### config.mk
export PLATFORM = sky130hd
export DESIGN_NAME = aes_round_sequencer
export DESIGN_NICKNAME = d
export VERILOG_FILES = /design/src/rtl/aes_round_sequencer.sv
export SDC_FILE = /design/constraint.sdc
export NUM_CORES = 1
export LEC_CHECK = 0
export CAP_MARGIN = 20
export CORE_AREA = 5 5 354 356
export CTS_CLUSTER_DIAMETER = 80
export DETAILED_ROUTE_END_ITERATION = 12
export DIE_AREA = 0 0 359 361
export PLACE_DENSITY = 0.3
export SYNTH_ARGS = -nofsm -noshare
export SYNTH_HDL_FRONTEND = slang
export SYNTH_SLANG_ARGS = --single-unit
### constraint.sdc
create_clock -name clk -period 2.7 [get_ports clk]
set_input_delay 0.54 -clock clk [delete_from_list [all_inputs] [get_ports clk]]
set_output_delay 0.54 -clock clk [all_outputs]
set_load 0.02 [all_outputs]
### src/rtl/aes_round_sequencer.sv
// aes_round_sequencer: sequences one AES-128 encryption through the AddRoundKey/SubBytes/ShiftRows/MixColumns stages
// Ports:
//    clk, rst (async active-low)      clock and reset
//    start, data_in                   launch encryption of a plaintext block (accepted in IDLE/ERROR)
//    key_ready, round                 key schedule handshake: round-key index and its validity
//    busy, done, error, data_out      status and ciphertext result
//    stage_state, stage_clr           working state broadcast and synchronous clear to all stages
//    *_en / *_done / *_out            per-stage enable, sticky completion flag and result bus
module aes_round_sequencer #(
   parameter int word_size  = 8,
   parameter int array_size = 16,
   parameter int NR         = 10,
   parameter int TIMEOUT    = 255
) (
   input  logic                              clk,
   input  logic                              rst,
   input  logic                              start,
   input  logic [word_size*array_size-1:0]   data_in,
   input  logic                              key_ready,
   output logic                              busy,
   output logic                              done,
   output logic                              error,
   output logic [word_size*array_size-1:0]   data_out,
   output logic [3:0]                        round,
   output logic [word_size*array_size-1:0]   stage_state,
   output logic                              stage_clr,
   output logic                              ark_en,
   output logic                              sub_en,
   output logic                              shr_en,
   output logic                              mix_en,
   input  logic                              ark_done,
   input  logic                              sub_done,
   input  logic                              shr_done,
   input  logic                              mix_done,
   input  logic [word_size*array_size-1:0]   ark_out,
   input  logic [word_size*array_size-1:0]   sub_out,
   input  logic [word_size*array_size-1:0]   shr_out,
   input  logic [word_size*array_size-1:0]   mix_out
);
   localparam int W  = word_size * array_size;
   localparam int CW = $clog2(TIMEOUT + 1);
   typedef enum logic [2:0] {IDLE, CLR, RUN, DONE, ERROR} state_t;
   typedef enum logic [1:0] {ARK, SUB, SHR, MIX} stage_t;
   state_t         state;
   stage_t         stage;
   stage_t         next_stage;
   logic           run_en;
   logic [CW-1:0]  cnt;
   logic           cur_en;
   logic           cur_done;
   logic           last;
   logic [W-1:0]   cur_out;
   // AddRoundKey may only run while the key schedule presents a valid key
   assign ark_en = run_en && stage == ARK && key_ready;
   assign sub_en = run_en && stage == SUB;
   assign shr_en = run_en && stage == SHR;
   assign mix_en = run_en && stage == MIX;
   always_comb begin
      cur_en     = ark_en | sub_en | shr_en | mix_en;
      cur_done   = stage == ARK ? ark_done : stage == SUB ? sub_done : stage == SHR ? shr_done : mix_done;
      cur_out    = stage == ARK ? ark_out : stage == SUB ? sub_out : stage == SHR ? shr_out : mix_out;
      last       = stage == ARK && round == 4'(NR);
      // the final round skips MixColumns
      next_stage = stage == ARK ? SUB : stage == SUB ? SHR : stage == SHR ? (round == 4'(NR) ? ARK : MIX) : ARK;
   end
   always_ff @(posedge clk or negedge rst) begin
      if (!rst) begin
         state       <= IDLE;
         stage       <= ARK;
         run_en      <= 1'b0;
         cnt         <= '0;
         busy        <= 1'b0;
         done        <= 1'b0;
         error       <= 1'b0;
         round       <= '0;
         stage_state <= '0;
         data_out    <= '0;
         stage_clr   <= 1'b1;
      end else begin
         case (state)
            IDLE, ERROR: begin
               if (start) begin
                  state       <= CLR;
                  stage       <= ARK;
                  round       <= '0;
                  stage_state <= data_in;
                  error       <= 1'b0;
                  busy        <= 1'b1;
                  stage_clr   <= 1'b1;
               end else if (state == IDLE) begin
                  stage_clr <= 1'b0;
               end
            end
            CLR: begin
               stage_clr <= 1'b0;
               cnt       <= '0;
               run_en    <= 1'b1;
               state     <= RUN;
            end
            RUN: begin
               if (cur_en && cur_done) begin
                  stage_state <= cur_out;
                  run_en      <= 1'b0;
                  stage       <= next_stage;
                  if (stage == ARK && !last)
                     round <= round + 4'd1;
                  if (last) begin
                     state    <= DONE;
                     done     <= 1'b1;
                     busy     <= 1'b0;
                     data_out <= cur_out;
                  end else begin
                     state     <= CLR;
                     stage_clr <= 1'b1;
                  end
               end else if (cur_en) begin
                  if (cnt == CW'(TIMEOUT - 1)) begin
                     state     <= ERROR;
                     error     <= 1'b1;
                     busy      <= 1'b0;
                     stage_clr <= 1'b1;
                     run_en    <= 1'b0;
                  end else begin
                     cnt <= cnt + 1'b1;
                  end
               end
            end
            DONE: begin
               done  <= 1'b0;
               state <= IDLE;
            end
            default: state <= IDLE;
         endcase
      end
   end
endmodule

; Word-level counts from Yosys, hierarchy flattened
; Index checks and enable logic that the tools add are counted.
[word_totals]
reg_bits = 278
latch_bits = 0
ramBits = 0
romBits = 0
output_inout_bits = 268
n_memories = 0
[op_classes]
add_sub_neg = 2
mul = 0
div_mod_pow = 0
magnitude_cmp = 0
n_eq_ne = 22
shift = 0
muxes = 51
bitwise_logic = 3
reduce_logical = 26
[op_table]
columns = operator, count
row1 = two-way mux 128 bit, 5
row2 = case mux 128 bit (2 select lines), 1
row3 = two-way mux 8 bit, 3
row4 = two-way mux 1 bit, 19
row5 = "inequality test 2 bit, second input constant", 8
row6 = case mux 8 bit (2 select lines), 1
row7 = "inequality test 3 bit, second input constant", 5
row8 = AND reduction 3 bit, 5
row9 = AND reduction 5 bit, 3
row10 = two-way mux 2 bit, 7
row11 = two-way mux 3 bit, 4
row12 = two-way mux 4 bit, 3
row13 = case mux 3 bit (3 select lines), 1
row14 = "adder 8 x 1 -> 8 bit, second input constant", 1
row15 = "== test 8 bit, second input constant", 1
row16 = logical AND 1 bit, 8
row17 = case mux 1 bit (2 select lines), 4
row18 = case mux 4 bit (2 select lines), 1
row19 = AND reduction 4 bit, 2
row20 = "== test 3 x 2 -> 1 bit, second input constant", 2
row21 = nonzero test 2 bit, 3
row22 = "adder 4 x 1 -> 4 bit, second input constant", 1
row23 = "== test 2 bit, second input constant", 2
row24 = "== test 4 bit, second input constant", 1
row25 = 11 further kinds, 13

; Longest topological paths before layout
[depth]
ltp_word = 9
depth_mapped = 9
mapped_depth_nobuf = 7

; Worst setup path before layout
; No wires, ideal clock.
[synth_path]
path_type = reg-to-output
start = register stage[1]
end = output shr_en
t_arrival_ps = 1607
required_time_ps = 2160
slack_ps = 553
stages_incl_launch_ff = 5
path_buffers = 3
path_cell_list = dfrtp_1 buf_2 buf_2 buf_2 nor3b_1
[synth_between]
elab_chain_cells = 2
[synth_rtl]
columns = element, line
row1 = start: declaration, 45  ; stage_t stage;
row2 = start signal: assignment, 104  ; stage <= next_stage;
row3 = == test 2 bit, 56  ; assign shr_en = run_en && stage == SHR;
row4 = logical AND 1 bit, 56
row5 = end: declaration, 29  ; output logic shr_en,
; Every way passes these cells.

; Worst setup path after layout
[layout_path]
start = register stage[0]
end = output shr_en
; The elaborated chain is that of the path after synthesis.

==> run summary <==
Reg2Reg Depth - 5
Hold Path End - stage_state[111]
DIE WIDTH - 359 um
Rows - 128
Share of layout cells above drive strength 1 - 0.189
H-Tree Depth - 2
Initial DRT Pass Iterations - 4
Area after DPL - 0.0264 mm2
Reg2reg setup slack - 420 ps
Drt drc - 0
Worst-path maximum fanout - 13
IO Port Bufs - 915
Area Overhead vs Synth - 86.3%
Top cells by area, synth - dfrtp_1 46%, mux4_2 19%, mux2_2 9.7%, mux2i_1 8.8%, o21ai_1 4.0%
Yosys warns - 0
Vias in the first global route - 15000
Worst hold path type - register to register
Nets - 2703
Worst vdd ir - 0.000607 V
Final setup vio count - 0
DR vias/cell - 3.68
Syn Area/Cell - 13.3 um2
Core Area - 0.121 mm2
Worst-Skew Late Latency - 570 ps
Synth Flop Type - dfrtp_1
Post-synth cell types - 49
Final setup TNS - 0 ps
CP Data Required Time - 2160 ps
PD cells - 878 mW/mm2
Fin. Hold Viols - 0
Status - finished, final reports clean
Post-Place Cells - 3631
Reg2reg end - data_out[68]
Worst setup path class - register to output port
Post-synthesis sequential area ratio - 0.466
Crit start category - register
Most frequent cells after synthesis - 277 x dfrtp_1, 139 x nand2_1, 131 x mux2i_1
First-pass GRT wire length - 129000 um
Critical Path Sink Type - output port
Min Tclk post-route - 2560 ps
CTS Buf Count - 42
WHS Path Cells - 2
Seq cells post-synth - 278
Max-cap violations - 0
Max frequency - 391 MHz
CP Data Arrival Time - 2020 ps
Asr flop ratio synth - 1.00
Syn Nets - 1772
Final ANT Viol Nets - 0
WL/cell - 25.7 um
Drt total wl - 95400 um
Grt total ovfl - 0
Min-delay src - stage_state[111]
Max clock buf depth - 3
DR vias - 13700
Leakage - 11.0 nW
Number of synthesized flops with an enable pin - 0
Finished Layout Cells - 3715
Slew @ Worst Pin - 524 ps
Post-synth top area share - 0.464
Die area - 0.130 mm2
CTS tree - yes
Cell with the most instances after synthesis - dfrtp_1
Final Cell Area - 0.0278 mm2
Setup Buffers After CTS - 0
Mapped Cells - 1120
RSZ-0062 raised after global routing - no
DR iter-0 viols - 540
Critical Path Source - stage[0]
Count of pins over their slew limit - 0
Cell taking the most area after synthesis - dfrtp_1
Fin crit share - 0.947
Initial antenna violation count - 41
Cell Area, Synth - 0.0149 mm2
Root Buffer - clkbuf_16
Global placement routability congestion - 0.842
Initial Util - 0.123
I/O pin total - 916
GRT Overall Usage - 0.140
Die Ht - 361 um
Slew HR - 0.651
R2R Path Start - stage[0]
Largest net degree at the start of global routing - 74
Worst-path clk slew - 60 ps
Total clock sinks - 278
Post-DP HPWL - 80900 um
Layout Skew - 12.7 ps
layout make-up:
type                            instances  area (um2)
Antenna cell                           10        25.0
Sequential cell                       278        6970
Clock buffer                           62        1260
Tap cell                             1625        2030
Multi-Input combinational cell        745        7460
Fill cell                           13000       93600
Clock inverter                         11        96.3
Inverter                                5        18.8
Timing Repair Buffer                  979        9950
cells by family (layout without fill, tap and decap cells):
| logic type | count (synthesis) | in the layout | synth area share |
|---|---|---|---|
| compound gates | 167 | 167 | 0.0620 |
| fa+ha+maj | 4 | 4 | 0.00335 |
| buf+inv | 97 | 1057 | 0.0345 |
| flops | 278 | 278 | 0.466 |
| mux | 389 | 389 | 0.379 |
| other cells | 0 | 10 | 0 |
| simple gates | 185 | 185 | 0.0547 |
how the worst max path moves through the flow:
| stage | endpoint | slack, ps |
|---|---|---|
| floorplan | shr_en | 550 |
| global placement | data_out[70] | 60 |
| detailed placement | data_out[38] | -0.01 |
| CTS | shr_en | 60 |
| global route | shr_en | 60 |
| finish | shr_en | 140 |
worst max-delay path, cell delays in order (launching register included):
cell and delay (ps):
dfrtp_4 580, nor3b_1 230, clkdlybuf4s50_1 650
sequential cells by signal, summed over array words and instances (netlist names):
signal,count
busy,1
cnt,8
data_out,128
done,1
error,1
round,4
run_en,1
stage,2
stage_clr,1
stage_state,128
state,3
cells in the final DEF, fill, tap and decap left out, types with 5 or more instances in the layout:
cell and n:
clkbuf_1 10, nand2_1 139, mux2_2 129, nor2_1 8, inv_1 5, clkbuf_16 45
mux2i_1 131, o31ai_1 5, dfrtp_1 275, clkdlybuf4s50_1 913, o21ai_1 119, buf_12 24
nand3_1 5, o21ai_0 20, clkbuf_8 7, mux4_2 128, buf_4 39, diode_2 10
nand2b_1 5, clkinv_2 5
power by group:
part | leakage [nW] | internal (mW) | switching, mW
Combinational | 6.69 | 6.03 | 6.98
Sequential | 3.66 | 5.24 | 0.708
Clock | 0.664 | 3.32 | 2.12
Total | 11.0 | 14.6 | 9.82
through the flow:
| stage | utilization | hold slack [ps] | power [mW] | worst slack [ps] |
|---|---|---|---|---|
| 3_3_place_gp | 0.218 | 470 | 19.4 | 62.9 |
| 5_1_grt | 0.229 | 504 | 26.0 | 56.2 |
| 4_1_cts | 0.229 | 487 | 25.2 | 59.3 |
| 6_report | 0.229 | 481 | 24.4 | 144 |
| 3_5_place_dp | 0.218 | 474 | 19.4 | -0.0102 |
| 2_1_floorplan | - | 244 | 13.0 | 553 |
what timing repair did:
action | 4_1_cts | 5_1_grt
endpoints found under the hold margin | 37 | 0
resized for setup | 1 | 0
setup endpoints to repair | 1 | 0
hold buffers | 1 | 0
per-layer routing:
layer | track usage | wire length, um | share of wire
met1 | 0.158 | 36500 | 0.38
met2 | 0.259 | 49600 | 0.52
met3 | 0.0475 | 7720 | 0.081
met4 | 0.0264 | 1470 | 0.015
met5 | 0 | 59 | 0.00062
Note: power is estimated with default switching activity, not from simulation.
